File: src/rtl/vip_pkg.sv
// Shared definitions for the vip_* video blocks: pattern and FSM encodings
// plus constant helpers for frame geometry.
package vip_pkg;

   typedef enum logic [1:0] {
      PAT_HRAMP = 2'd0,
      PAT_VRAMP = 2'd1,
      PAT_BARS  = 2'd2,
      PAT_CHECK = 2'd3
   } pattern_e;

   typedef enum logic {
      ST_IDLE = 1'b0,
      ST_RUN  = 1'b1
   } state_e;

   function automatic int unsigned h_total(input int unsigned disp, input int unsigned front,
                                           input int unsigned sync, input int unsigned back);
      return disp + front + sync + back;
   endfunction

   function automatic int unsigned v_total(input int unsigned disp, input int unsigned front,
                                           input int unsigned sync, input int unsigned back);
      return disp + front + sync + back;
   endfunction

   function automatic int unsigned cnt_width(input int unsigned total);
      return (total > 1) ? $clog2(total) : 1;
   endfunction

   // First pixel of colour bar k: smallest x with (x*8)/disp >= k.
   function automatic int unsigned bar_edge(input int unsigned k, input int unsigned disp);
      return (k * disp + 7) / 8;
   endfunction

endpackage

File: src/rtl/vip_dvp_timing.sv
// Raster counters and registered href/hsync/vsync decode for DVP-style sync
// generators. Counters hold at zero until one cycle after run rises.
module vip_dvp_timing
   import vip_pkg::*;
#(
   parameter int unsigned H_DISP  = 1280,
   parameter int unsigned H_FRONT = 110,
   parameter int unsigned H_SYNC  = 40,
   parameter int unsigned H_BACK  = 50,
   parameter int unsigned V_DISP  = 720,
   parameter int unsigned V_FRONT = 5,
   parameter int unsigned V_SYNC  = 5,
   parameter int unsigned V_BACK  = 20,
   localparam int unsigned H_TOTAL = h_total(H_DISP, H_FRONT, H_SYNC, H_BACK),
   localparam int unsigned V_TOTAL = v_total(V_DISP, V_FRONT, V_SYNC, V_BACK),
   localparam int unsigned HW = cnt_width(H_TOTAL),
   localparam int unsigned VW = cnt_width(V_TOTAL)
) (
   input  logic          clk,
   input  logic          rst_n,
   input  logic          run,
   output logic [HW-1:0] hcnt,
   output logic [VW-1:0] vcnt,
   output logic          frame_end,
   output logic          pix_vld,
   output logic          href,
   output logic          hsync,
   output logic          vsync
);

   localparam int unsigned HS_START = H_DISP + H_FRONT;
   localparam int unsigned HS_END   = HS_START + H_SYNC;
   localparam int unsigned VS_START = V_DISP + V_FRONT;
   localparam int unsigned VS_END   = VS_START + V_SYNC;

   logic          live_q;
   logic [HW-1:0] hcnt_q, hcnt_d;
   logic [VW-1:0] vcnt_q, vcnt_d;
   logic          href_q, href_d;
   logic          hsync_q, hsync_d;
   logic          vsync_q, vsync_d;
   logic          active, h_last, v_last;

   always_comb begin
      active    = live_q & run;
      h_last    = (32'(hcnt_q) == H_TOTAL - 1);
      v_last    = (32'(vcnt_q) == V_TOTAL - 1);
      frame_end = active & h_last & v_last;
      hcnt_d    = '0;
      vcnt_d    = '0;
      if (active && !frame_end) begin
         if (h_last) begin
            vcnt_d = vcnt_q + 1'b1;
         end else begin
            hcnt_d = hcnt_q + 1'b1;
            vcnt_d = vcnt_q;
         end
      end
      href_d  = active && (32'(hcnt_q) < H_DISP) && (32'(vcnt_q) < V_DISP);
      hsync_d = active && (32'(hcnt_q) >= HS_START) && (32'(hcnt_q) < HS_END);
      vsync_d = active && (32'(vcnt_q) >= VS_START) && (32'(vcnt_q) < VS_END);
      pix_vld = href_d;
   end

   always_ff @(posedge clk or negedge rst_n) begin
      if (!rst_n) begin
         live_q  <= 1'b0;
         hcnt_q  <= '0;
         vcnt_q  <= '0;
         href_q  <= 1'b0;
         hsync_q <= 1'b0;
         vsync_q <= 1'b0;
      end else begin
         live_q  <= run;
         hcnt_q  <= hcnt_d;
         vcnt_q  <= vcnt_d;
         href_q  <= href_d;
         hsync_q <= hsync_d;
         vsync_q <= vsync_d;
      end
   end

   assign hcnt  = hcnt_q;
   assign vcnt  = vcnt_q;
   assign href  = href_q;
   assign hsync = hsync_q;
   assign vsync = vsync_q;

endmodule

File: src/rtl/vip_dvp_gen.sv
// DVP frame transmitter: programmable raster timing filled with one of four
// built-in test patterns; frames always run to completion once started.
module vip_dvp_gen
   import vip_pkg::*;
#(
   parameter int unsigned BITS    = 8,
   parameter int unsigned H_DISP  = 1280,
   parameter int unsigned H_FRONT = 110,
   parameter int unsigned H_SYNC  = 40,
   parameter int unsigned H_BACK  = 50,
   parameter int unsigned V_DISP  = 720,
   parameter int unsigned V_FRONT = 5,
   parameter int unsigned V_SYNC  = 5,
   parameter int unsigned V_BACK  = 20
) (
   input  logic            pclk,
   input  logic            rst_n,
   input  logic            enable,
   input  logic [1:0]      pattern,
   output logic            out_href,
   output logic            out_hsync,
   output logic            out_vsync,
   output logic [BITS-1:0] out_data,
   output logic            frame_done,
   output logic            busy
);

   localparam int unsigned HW = cnt_width(h_total(H_DISP, H_FRONT, H_SYNC, H_BACK));
   localparam int unsigned VW = cnt_width(v_total(V_DISP, V_FRONT, V_SYNC, V_BACK));

   logic [HW-1:0]   hcnt;
   logic [VW-1:0]   vcnt;
   logic            frame_end, pix_vld;
   state_e          state_q, state_d;
   pattern_e        pat_q, pat_d;
   logic [7:0]      frame_cnt_q, frame_cnt_d;
   logic [BITS-1:0] data_q, data_d;
   logic            frame_done_q, frame_done_d;
   logic            busy_q, busy_d;
   logic [2:0]      bar;
   logic [BITS-1:0] px;

   vip_dvp_timing #(
      .H_DISP (H_DISP),
      .H_FRONT(H_FRONT),
      .H_SYNC (H_SYNC),
      .H_BACK (H_BACK),
      .V_DISP (V_DISP),
      .V_FRONT(V_FRONT),
      .V_SYNC (V_SYNC),
      .V_BACK (V_BACK)
   ) u_timing (
      .clk      (pclk),
      .rst_n    (rst_n),
      .run      (state_q == ST_RUN),
      .hcnt     (hcnt),
      .vcnt     (vcnt),
      .frame_end(frame_end),
      .pix_vld  (pix_vld),
      .href     (out_href),
      .hsync    (out_hsync),
      .vsync    (out_vsync)
   );

   always_comb begin
      state_d     = state_q;
      pat_d       = pat_q;
      frame_cnt_d = frame_cnt_q;
      case (state_q)
         ST_IDLE: if (enable) begin
            state_d = ST_RUN;
            pat_d   = pattern_e'(pattern);
         end
         ST_RUN: if (frame_end) begin
            if (enable) pat_d = pattern_e'(pattern);
            else        state_d = ST_IDLE;
         end
         default: state_d = ST_IDLE;
      endcase
      // Counted at the frame-end edge so the next frame's first pixel sees the new count.
      if (frame_end) frame_cnt_d = frame_cnt_q + 8'd1;
      frame_done_d = frame_end;
      busy_d       = (state_d == ST_RUN) || frame_end;

      bar = '0;
      for (int unsigned k = 1; k < 8; k++) begin
         if (32'(hcnt) >= bar_edge(k, H_DISP)) bar = 3'(k);
      end

      case (pat_q)
         PAT_HRAMP: px = BITS'(hcnt);
         PAT_VRAMP: px = BITS'(vcnt);
         PAT_BARS:  px = BITS'(bar) << (BITS - 3);
         PAT_CHECK: px = (BITS'(hcnt) ^ BITS'(vcnt)) + BITS'(frame_cnt_q);
         default:   px = '0;
      endcase
      data_d = pix_vld ? px : '0;
   end

   always_ff @(posedge pclk or negedge rst_n) begin
      if (!rst_n) begin
         state_q      <= ST_IDLE;
         pat_q        <= PAT_HRAMP;
         frame_cnt_q  <= '0;
         data_q       <= '0;
         frame_done_q <= 1'b0;
         busy_q       <= 1'b0;
      end else begin
         state_q      <= state_d;
         pat_q        <= pat_d;
         frame_cnt_q  <= frame_cnt_d;
         data_q       <= data_d;
         frame_done_q <= frame_done_d;
         busy_q       <= busy_d;
      end
   end

   assign out_data   = data_q;
   assign frame_done = frame_done_q;
   assign busy       = busy_q;

endmodule

File: config.mk
export PLATFORM = sky130hd
export DESIGN_NAME = vip_dvp_gen
export DESIGN_NICKNAME = d
export VERILOG_FILES = /design/src/rtl/vip_pkg.sv /design/src/rtl/vip_dvp_timing.sv /design/src/rtl/vip_dvp_gen.sv
export SDC_FILE = /design/constraint.sdc
export NUM_CORES = 1
export LEC_CHECK = 0
export BUFFER_PORTS_ARGS = -buffer_cell sky130_fd_sc_hd__clkbuf_2
export CAP_MARGIN = 5
export CELL_PAD_IN_SITES_DETAIL_PLACEMENT = 0
export CELL_PAD_IN_SITES_GLOBAL_PLACEMENT = 1
export CORE_MARGIN = 1.5
export CORE_UTILIZATION = 42
export DETAILED_ROUTE_END_ITERATION = 8
export HOLD_SLACK_MARGIN = 0.15
export PLACE_DENSITY = 0.75
export SYNTH_ARGS = -nofsm -noshare
export SYNTH_HDL_FRONTEND = slang
export SYNTH_SLANG_ARGS = --single-unit
export TNS_END_PERCENT = 30
File: constraint.sdc
create_clock -name pclk -period 2.1 [get_ports pclk]
set_clock_uncertainty 0.05 [all_clocks]
set_input_delay 0.42 -clock pclk [delete_from_list [all_inputs] [get_ports pclk]]
set_output_delay 0.42 -clock pclk [all_outputs]
set_load 0.01 [all_outputs]
Yosys cells after proc, flatten, opt, wreduce, memory -nomap -nowiden
Cells that the tools add are included.

Reductions and logical operators: 10. Bitwise gates (word level): 5. Multiplexer cells: 19. Add/subtract/negate cells: 4. Eq/ne operators: 7. $lt $le $gt $ge: 13.

Operators by type and width (number): $ge 11x10->1 const B (3); $pmux 8 s4 (1); $ge 11x11->1 const B (2); $ge 11x9->1 const B (2); $lt 11x11->1 const B (2); $mux 11 (2); $lt 10x10->1 const B (2); $mux 10 (2); $mux 3 (6); $add 11x1->11 const B (1); $eq 11x11->1 const B (1); $ge 11x8->1 const B (1); $add 10x1->10 const B (1); $eq 10x10->1 const B (1); $ge 10x10->1 const B (1); $add 8x1->8 const B (1); $add 8x8->8 (1); $mux 8 (1); $xor 8x8->8 (1); $logic_and 1x1->1 (7); $eq 2x2->1 const B (2); $mux 2 (2); $ne 2x1->1 const B (2); $pmux 2 s2 (1); 8 further kinds (12).

Flip-flop bits (word level): 46. Word-level logic and storage cells: 70. Output and inout port bits: 13.

Longest topological paths before layout
Gate-level depths: netlist of run 1.

Depth after elaboration: 10. Depth in mapped cells: 9.

Hierarchy
From an unflattened synthesis of run 1, not the netlist that was laid out.

Cells, all modules: 284. Area, all modules: 2711.4 um^2.

By module, submodules not included: vip_dvp_gen (area each 1402.6 um^2, cells each 146, instances 1); vip_dvp_timing (area each 1308.8 um^2, cells each 138, instances 1).

Worst setup path before layout of run 1
No wires, ideal clock.

Path type: register to register. Start point: reg u_timing.hcnt_q[3], in the netlist u_timing.hcnt[3]. End point: reg pat_q[0]. Stages on the path, launching flop included: 8. Setup time: 0.127 ns. Required time: 1.923 ns. Arrival time: 1.922 ns. Period minus slack after synthesis: 2.099 ns. Slack: 0.001 ns. Cells stage by stage: dfrtp_1 buf_6 or4b_4 nor3_2 and3_1 buf_4 o21a_2 mux2_1.

Cells in the longest elaborated chain, start to end: 4.

RTL lines: start: declaration (RTL line vip_dvp_timing.sv:37) `logic [HW-1:0] hcnt_q, hcnt_d;`; start signal: assignment (RTL line vip_dvp_timing.sv:75) `hcnt_q <= hcnt_d;`; $eq 11x11->1 (RTL line vip_dvp_timing.sv:46) `h_last = (32'(hcnt_q) == H_TOTAL - 1);`; $and 1x1->1 (2 in a row) (RTL line vip_dvp_timing.sv:48) `frame_end = active & h_last & v_last;`; $ne 2x1->1 (no source line); end signal: assignment (RTL line vip_dvp_gen.sv:110) `pat_q <= pat_d;`; end: declaration (RTL line vip_dvp_gen.sv:35) `pattern_e pat_q, pat_d;`.

Every way passes these cells. A chain may end at the register's enable or synchronous reset.

Final worst setup path of run 1
Start point: reg u_timing.hcnt_q[3], in the netlist u_timing.hcnt[3]. End point: reg pat_q[1].

Same word-level chain as after synthesis.

==> results.tsv, run 1 <==
stage	metric	value	unit
routing	DRC	4	
global_route	first-pass GRT wire length	11540	um
pwr	Max IR drop VDD	0.0002985	V
global_route	largest net degree at the start of global routing	18	
layout	Layout Cells excl Fill	439	
clock_network	CTS Buffer Depth	2	
critical_path	kind of critical path	flop to flop	
clock_network	clock-pin slew of the registers on the worst-case setup and hold paths	0.09	ns
clock_network	clock root buffer	clkbuf_8	
routing	routed len/inst	15.74	um
clock_network	CTS tree	built	
routing	First DRT Iteration DRCs	191	
logic_synthesis	Post-synth top flop	dfrtp_1	
layout	most frequent cells in the layout	dfrtp_1, nor2_1, buf_4	
die	Die X	85.24	um
sta	RSZ-0062 raised after global routing	yes	
layout	ant diodes	0	
logic_synthesis	Post-synth ARST share	100.0	%
sta	Worst-Margin Slew	0.3998	ns
pwr	power density over cell area	452.4	nW/um^2
logic_synthesis	Yosys reg bits	46	
routing	vias per cell	5.358	
critical_path	worst-path fanout max	4	
routing	DR vias	2352	
critical_path	Critical Path RT	2.24	ns
placed_design	number of I/O port buffers	17	
pwr	P_leak	1.588	nW
clock_network	total CTS buffers	5	
die	std cell rows	29	
layout	Reg area	1152	um^2
critical_path	R2R depth	5	
sta	Final Cycle Share	97.41	%
routing	post-route ant nets	0	
sta	WHS	0.2904	ns
sta	Peak Freq	0.4888	GHz
status	status	finished, violations left	
job	Max-Cap Viols	0	
logic_synthesis	register area share after synthesis	40.53	%
sta	setup TNS	0	ns
placed_design	half-perimeter wire length after placement	5381	um
global_route	antenna violations before repair	0	
logic_synthesis	Yosys cell types	56	
global_route	vias in the first global route	2283	
sta	max_slew headroom	73.34	%
placed_design	GP Congestion	0.8818	
sta	Final WS setup	0.05436	ns
layout	Multi-input gate area	1632	um^2
logic_synthesis	EDFF count, synth	0	
sta	max-slew violation count	0	
layout	fin util	53.29	%
sta	final hold vios	0	
global_route	All-Layer GR Usage	20.51	%
logic_synthesis	syn nets	334	
critical_path	Worst Setup Start Kind	flop	
routing	DRT Pass-1 Iters	6	
die	total core area	6459	um^2
sta	Final min period	2.046	ns
clock_network	clk sink count	46	
placed_design	setup slack at placement	-0.05285	ns
layout	share of layout cells above drive strength 1	23.76	%
hold_path	Hold Path Class	input port to flop	
layout	area grow syn2layout	21.19	%
critical_path	crit end category	flop	
die	starting density of the core	43.98	%
hold_path	Worst Hold Depth	2	
global_route	grt ovf	0	
logic_synthesis	post-synthesis cell area	2840	um^2
placed_design	placed insts	428	
clock_network	Clk Latency, worst-skew pair	0.30	ns
logic_synthesis	Post-Syn Instances	315	
die	DIE AREA	7265	um^2
die	IO Pins	18	
logic_synthesis	Post-Syn Area per Cell	9.017	um^2
sta	final setup vio count	0	
layout	commonest non-fill, non-tap cell in the layout	dfrtp_1	
logic_synthesis	yosys warns	0	
routing	Routed Wire Length	6911	um
clock_network	H-tree Lvls	2	
die	chip height	85.24	um
critical_path	crit path DAT	2.18	ns
status	failing checks	DRC	
layout	fill count	614	
layout	nets	380	
==> cell families after synthesis <==
logic type | count (synthesis) | synth area share [%]
AO/OA/AOI/OAI | 48 | 11.54
XOR/XNOR | 35 | 10.79
adder cells (fa/ha/maj) | 15 | 6.784
buffers and inverters | 33 | 5.066
flip-flops | 46 | 40.53
multiplexers | 3 | 1.189
AND/OR/NAND/NOR | 135 | 24.10
==> worst max-delay path, cell delays in order, from the launching register on <==
cell	delay [ns]
dfrtp_1	0.43
or4b_4	0.58
nor3_4	0.16
and3_4	0.23
o21a_4	0.15
mux2_1	0.33
==> registers in the layout, indices dropped and copies added (netlist names), 2 cells and up <==
name	count
pat_q	2
frame_cnt_q	8
u_timing.vcnt	10
u_timing.hcnt	11
out_data	8
==> area by class of cell <==
class / count / share of cell area (%)
timing repair buffer: 58 / 11.70
sequential: 46 / 33.48
multi-input combinational: 236 / 47.40
clock buffer: 7 / 2.217
clock inverter: 1 / 0.8724
inverter: 14 / 1.527
tap: 77 / 2.799
==> metrics by stage <==
stage / cell area [um^2] / total power, mW
2_1_floorplan: 2840 / 0.9032
3_3_place_gp: 3216 / 0.9278
3_5_place_dp: 3216 / 0.9281
4_1_cts: 3363 / 1.581
5_1_grt: 3442 / 1.611
6_report: 3442 / 1.557
==> what timing repair did <==
action,4_1_cts,5_1_grt
buffers inserted,1,1
endpoints found under the hold margin,14,0
resized for setup,4,19
pin swaps,1,11
endpoints found under the setup margin,2,17
hold buffers,1,0
==> power by group <==
part	internal (mW)	switching, mW	total, mW
sequential	0.885	0	0.885
clock	0.356	0.290	0.647
combinational	0.00666	0.0193	0.0259
total	1.25	0.310	1.56
==> cell usage after synthesis, types with 3 or more instances <==
master / count / area, um^2
a21oi_1: 7 / 35.03
nand2_1: 30 / 112.6
nor2b_1: 4 / 25.02
nand4_1: 10 / 62.56
nand2b_1: 5 / 31.28
a221oi_1: 4 / 35.03
nor3_1: 10 / 50.05
ha_1: 13 / 162.7
o21ai_0: 11 / 55.05
xor2_1: 19 / 166.4
clkbuf_1: 8 / 30.03
dfrtp_1: 46 / 1151
nand3_1: 6 / 30.03
a211oi_1: 3 / 22.52
nor2_1: 39 / 146.4
inv_1: 14 / 52.55
buf_2: 6 / 30.03
and2_1: 4 / 25.02
xnor2_1: 16 / 140.1
and3_1: 8 / 50.05
a31oi_1: 3 / 18.77
==> worst paths after layout <==
kind / endpoint / slack [ns] / from
setup reg to reg: pat_q[1] / 0.05 / u_timing.hcnt[3]
min in group asynchronous: out_data[5] / 0.51 / rst_n
max in group asynchronous: u_timing.hcnt[1] / 0.89 / rst_n
setup / recovery: pat_q[1] / 0.05 / u_timing.hcnt[3]
hold reg to reg: u_timing.live_q / 0.41 / state_q
hold / removal: pat_q[0] / 0.29 / pattern[0]
==> routing by layer <==
| metal | share of wire (%) | global-route usage, % | vias up |
|---|---|---|---|
| met3 | 2.2 | 3.210 | 7 |
| met1 | 49 | 28.60 | 1135 |
| li1 | - | - | 1176 |
| met5 | 0 | 0 | - |
| met2 | 47 | 33.77 | 34 |
| met4 | 0.88 | 4.471 | 0 |
Note: power is estimated with default switching activity, not from simulation.
==> run 2: changes to the inputs <==
- SETUP_SLACK_MARGIN: default -> 0.4
==> results.tsv, run 2 (same netlist as run 1, synthesis figures left out) <==
stage	metric	value	unit	change
status	status	finished, violations left		unchanged
status	failing checks	DRC		unchanged
pwr	Pint	1.274	mW	was 1.248 mW
job	Max-Cap Viols	0		unchanged
routing	highest metal used	met4		unchanged
die	total core area	6459	um^2	unchanged
sta	Worst-Margin Slew	0.5639	ns	was 0.3998 ns
routing	DR vias	2410		was 2352
layout	fill count	608		was 614
placed_design	GP Congestion	0.8413		was 0.8818
routing	DR WL met3	182	um	was 152 um
layout	area grow syn2layout	27.97	%	was 21.19%
clock_network	CTS tree	built		unchanged
critical_path	Critical Path RT	2.23	ns	was 2.24 ns
clock_network	total CTS buffers	5		unchanged
layout	share of layout cells above drive strength 1	31.15	%	was 23.76%
routing	vias per cell	5.440		was 5.358
die	std cell rows	29		unchanged
sta	Final Cycle Share	99.74	%	was 97.41%
routing	routed len/inst	16.58	um	was 15.74 um
sta	max-slew violation count	0		unchanged
sta	Final WS setup	0.005511	ns	was 0.05436 ns
critical_path	Worst Setup Start Kind	flop		unchanged
die	chip height	85.24	um	unchanged
critical_path	CP startpoint	u_timing.vcnt[0]		was u_timing.hcnt[3]
pwr	Sw Share	19.87	%	was 19.88%
sta	final setup vio count	0		unchanged
pwr	P_leak	1.636	nW	was 1.588 nW
clock_network	clk sink count	46		unchanged
clock_network	CTS Buffer Depth	2		unchanged
critical_path	internal reg-to-reg setup slack	0.006	ns	was 0.05 ns
placed_design	number of I/O port buffers	17		unchanged
clock_network	clock root buffer	clkbuf_8		unchanged
sta	Final min period	2.094	ns	was 2.046 ns
critical_path	Crit path max-delay family	adder cells		was simple AND/OR/NAND/NOR gates
hold_path	Hold Path Class	input port to flop		unchanged
global_route	antenna violations before repair	0		unchanged
routing	DRC	1		was 4
routing	DRT Pass-1 Iters	7		was 6
critical_path	r2r startpoint	u_timing.vcnt[0]		was u_timing.hcnt[3]
routing	wl on met1	3438	um	was 3415 um
critical_path	worst r2r dst	out_data[4]		was pat_q[1]
critical_path	slowest stage cell, crit path	dfrtp_1		was or4b_4
sta	max_slew headroom	62.41	%	was 73.34%
hold_path	Hold Crit Start	pattern[0]		unchanged
clock_network	clock-pin slew of the registers on the worst-case setup and hold paths	0.08	ns	was 0.09 ns
clock_network	Clk Latency, worst-skew pair	0.31	ns	was 0.30 ns
global_route	largest net degree at the start of global routing	27		was 18
routing	First DRT Iteration DRCs	120		was 191
die	starting density of the core	43.98	%	unchanged
layout	ant diodes	0		unchanged
critical_path	kind of critical path	flop to flop		unchanged
global_route	grt ovf	0		unchanged
die	Die X	85.24	um	unchanged
die	IO Pins	18		unchanged
critical_path	CP Cell Sequence	xor2_1, ha_2, inv_2, fa_2, nand2b_4, a21oi_4, a21oi_2, a221oi_1, nor2_1		was or4b_4, nor3_4, and3_4, o21a_4, mux2_1
global_route	first-pass GRT wire length	12100	um	was 11540 um
sta	WHS	0.3045	ns	was 0.2904 ns
routing	Routed Wire Length	7343	um	was 6911 um
layout	most frequent cells in the layout	dfrtp_1, buf_4, nor2_1		was dfrtp_1, nor2_1, buf_4
pwr	NetSw	315.9	uW	was 309.6 uW
routing	post-route ant nets	0		unchanged
critical_path	Bufs and invs on worst path	1		was 0
critical_path	R2R depth	9		was 5
critical_path	crit-path max cell delay	0.41	ns	was 0.58 ns
hold_path	Worst Hold End	pat_q[0]		unchanged
layout	Largest register FFs	11		unchanged
die	DIE AREA	7265	um^2	unchanged
pwr	sequential share of power	55.7	%	was 56.8%
placed_design	setup slack at placement	-0.01535	ns	was -0.05285 ns
sta	RSZ-0062 raised after global routing	yes		unchanged
global_route	All-Layer GR Usage	21.29	%	was 20.51%
critical_path	worst-path fanout max	3		was 4
placed_design	half-perimeter wire length after placement	5367	um	was 5381 um
layout	fin util	56.28	%	was 53.29%
critical_path	crit end category	flop		unchanged
pwr	power density over cell area	437.4	nW/um^2	was 452.4 nW/um^2
routing	met2 WL	3633	um	was 3281 um
sta	final hold vios	0		unchanged
clock_network	H-tree Lvls	2		unchanged
critical_path	crit path DAT	2.23	ns	was 2.18 ns
pwr	Max IR drop VDD	0.0002391	V	was 0.0002985 V
layout	commonest non-fill, non-tap cell in the layout	dfrtp_1		unchanged
sta	setup TNS	0	ns	unchanged
pwr	Comb power frac	1.7	%	about the same
layout	nets	385		was 380
global_route	vias in the first global route	2457		was 2283
sta	Peak Freq	0.4774	GHz	was 0.4888 GHz
pwr	clock network power share	42.6	%	was 41.5%
hold_path	Worst Hold Depth	2		unchanged
run 2: final cells by class:
type                            count  area [um^2]  share of cell area, %
Sequential cell                    46         1156                  31.81
Clock inverter                      1        30.03                 0.8262
Inverter                           14        52.55                  1.446
Timing Repair Buffer               63        464.2                  12.77
Clock buffer                        6        82.58                  2.272
Multi-Input combinational cell    236         1753                  48.23
Tap cell                           77        96.34                  2.651
run 2: timing repair:
action	4_1_cts	5_1_grt
setup endpoints to repair	40	39
endpoints found under the hold margin	20	0
resized for setup	13	27
hold buffers	1	0
cloned	0	0
buffers inserted	10	4
pin swaps	12	24
run 2: per-layer routing:
layer	vias to the layer above	global-route usage, %
li1	1188	-
met1	1180	29.02
met2	31	36.51
met3	11	3.016
met4	0	3.726
met5	-	0
run 2: worst max-delay path by stage:
stage,endpoint,slack [ns],cells past startpoint
finish,out_data[4],0.006,9
global route,out_data[4],-0.07,9
CTS,out_data[7],0.06,7
detailed placement,out_data[7],-0.02,7
global placement,out_data[7],0.003,7
floorplan,pat_q[0],0.01,7
run 2: stage by stage:
step           instance area (um^2)  total power [mW]  instances
6_report                       3635             1.590        443
5_1_grt                        3635             1.639        443
4_1_cts                        3463             1.614        439
3_5_place_dp                   3221            0.9302        421
3_3_place_gp                   3221            0.9301        421
2_1_floorplan                  2907            0.9033        315
run 2: power by group through the flow:
stage	combinational, mW	sequential (mW)	clock (mW)
finish	0.0273	0.885	0.678
global route	0.0319	0.885	0.722
CTS	0.0292	0.885	0.700
detailed placement	0.0277	0.903	0
global placement	0.0276	0.903	0
floorplan	0.000459	0.903	0
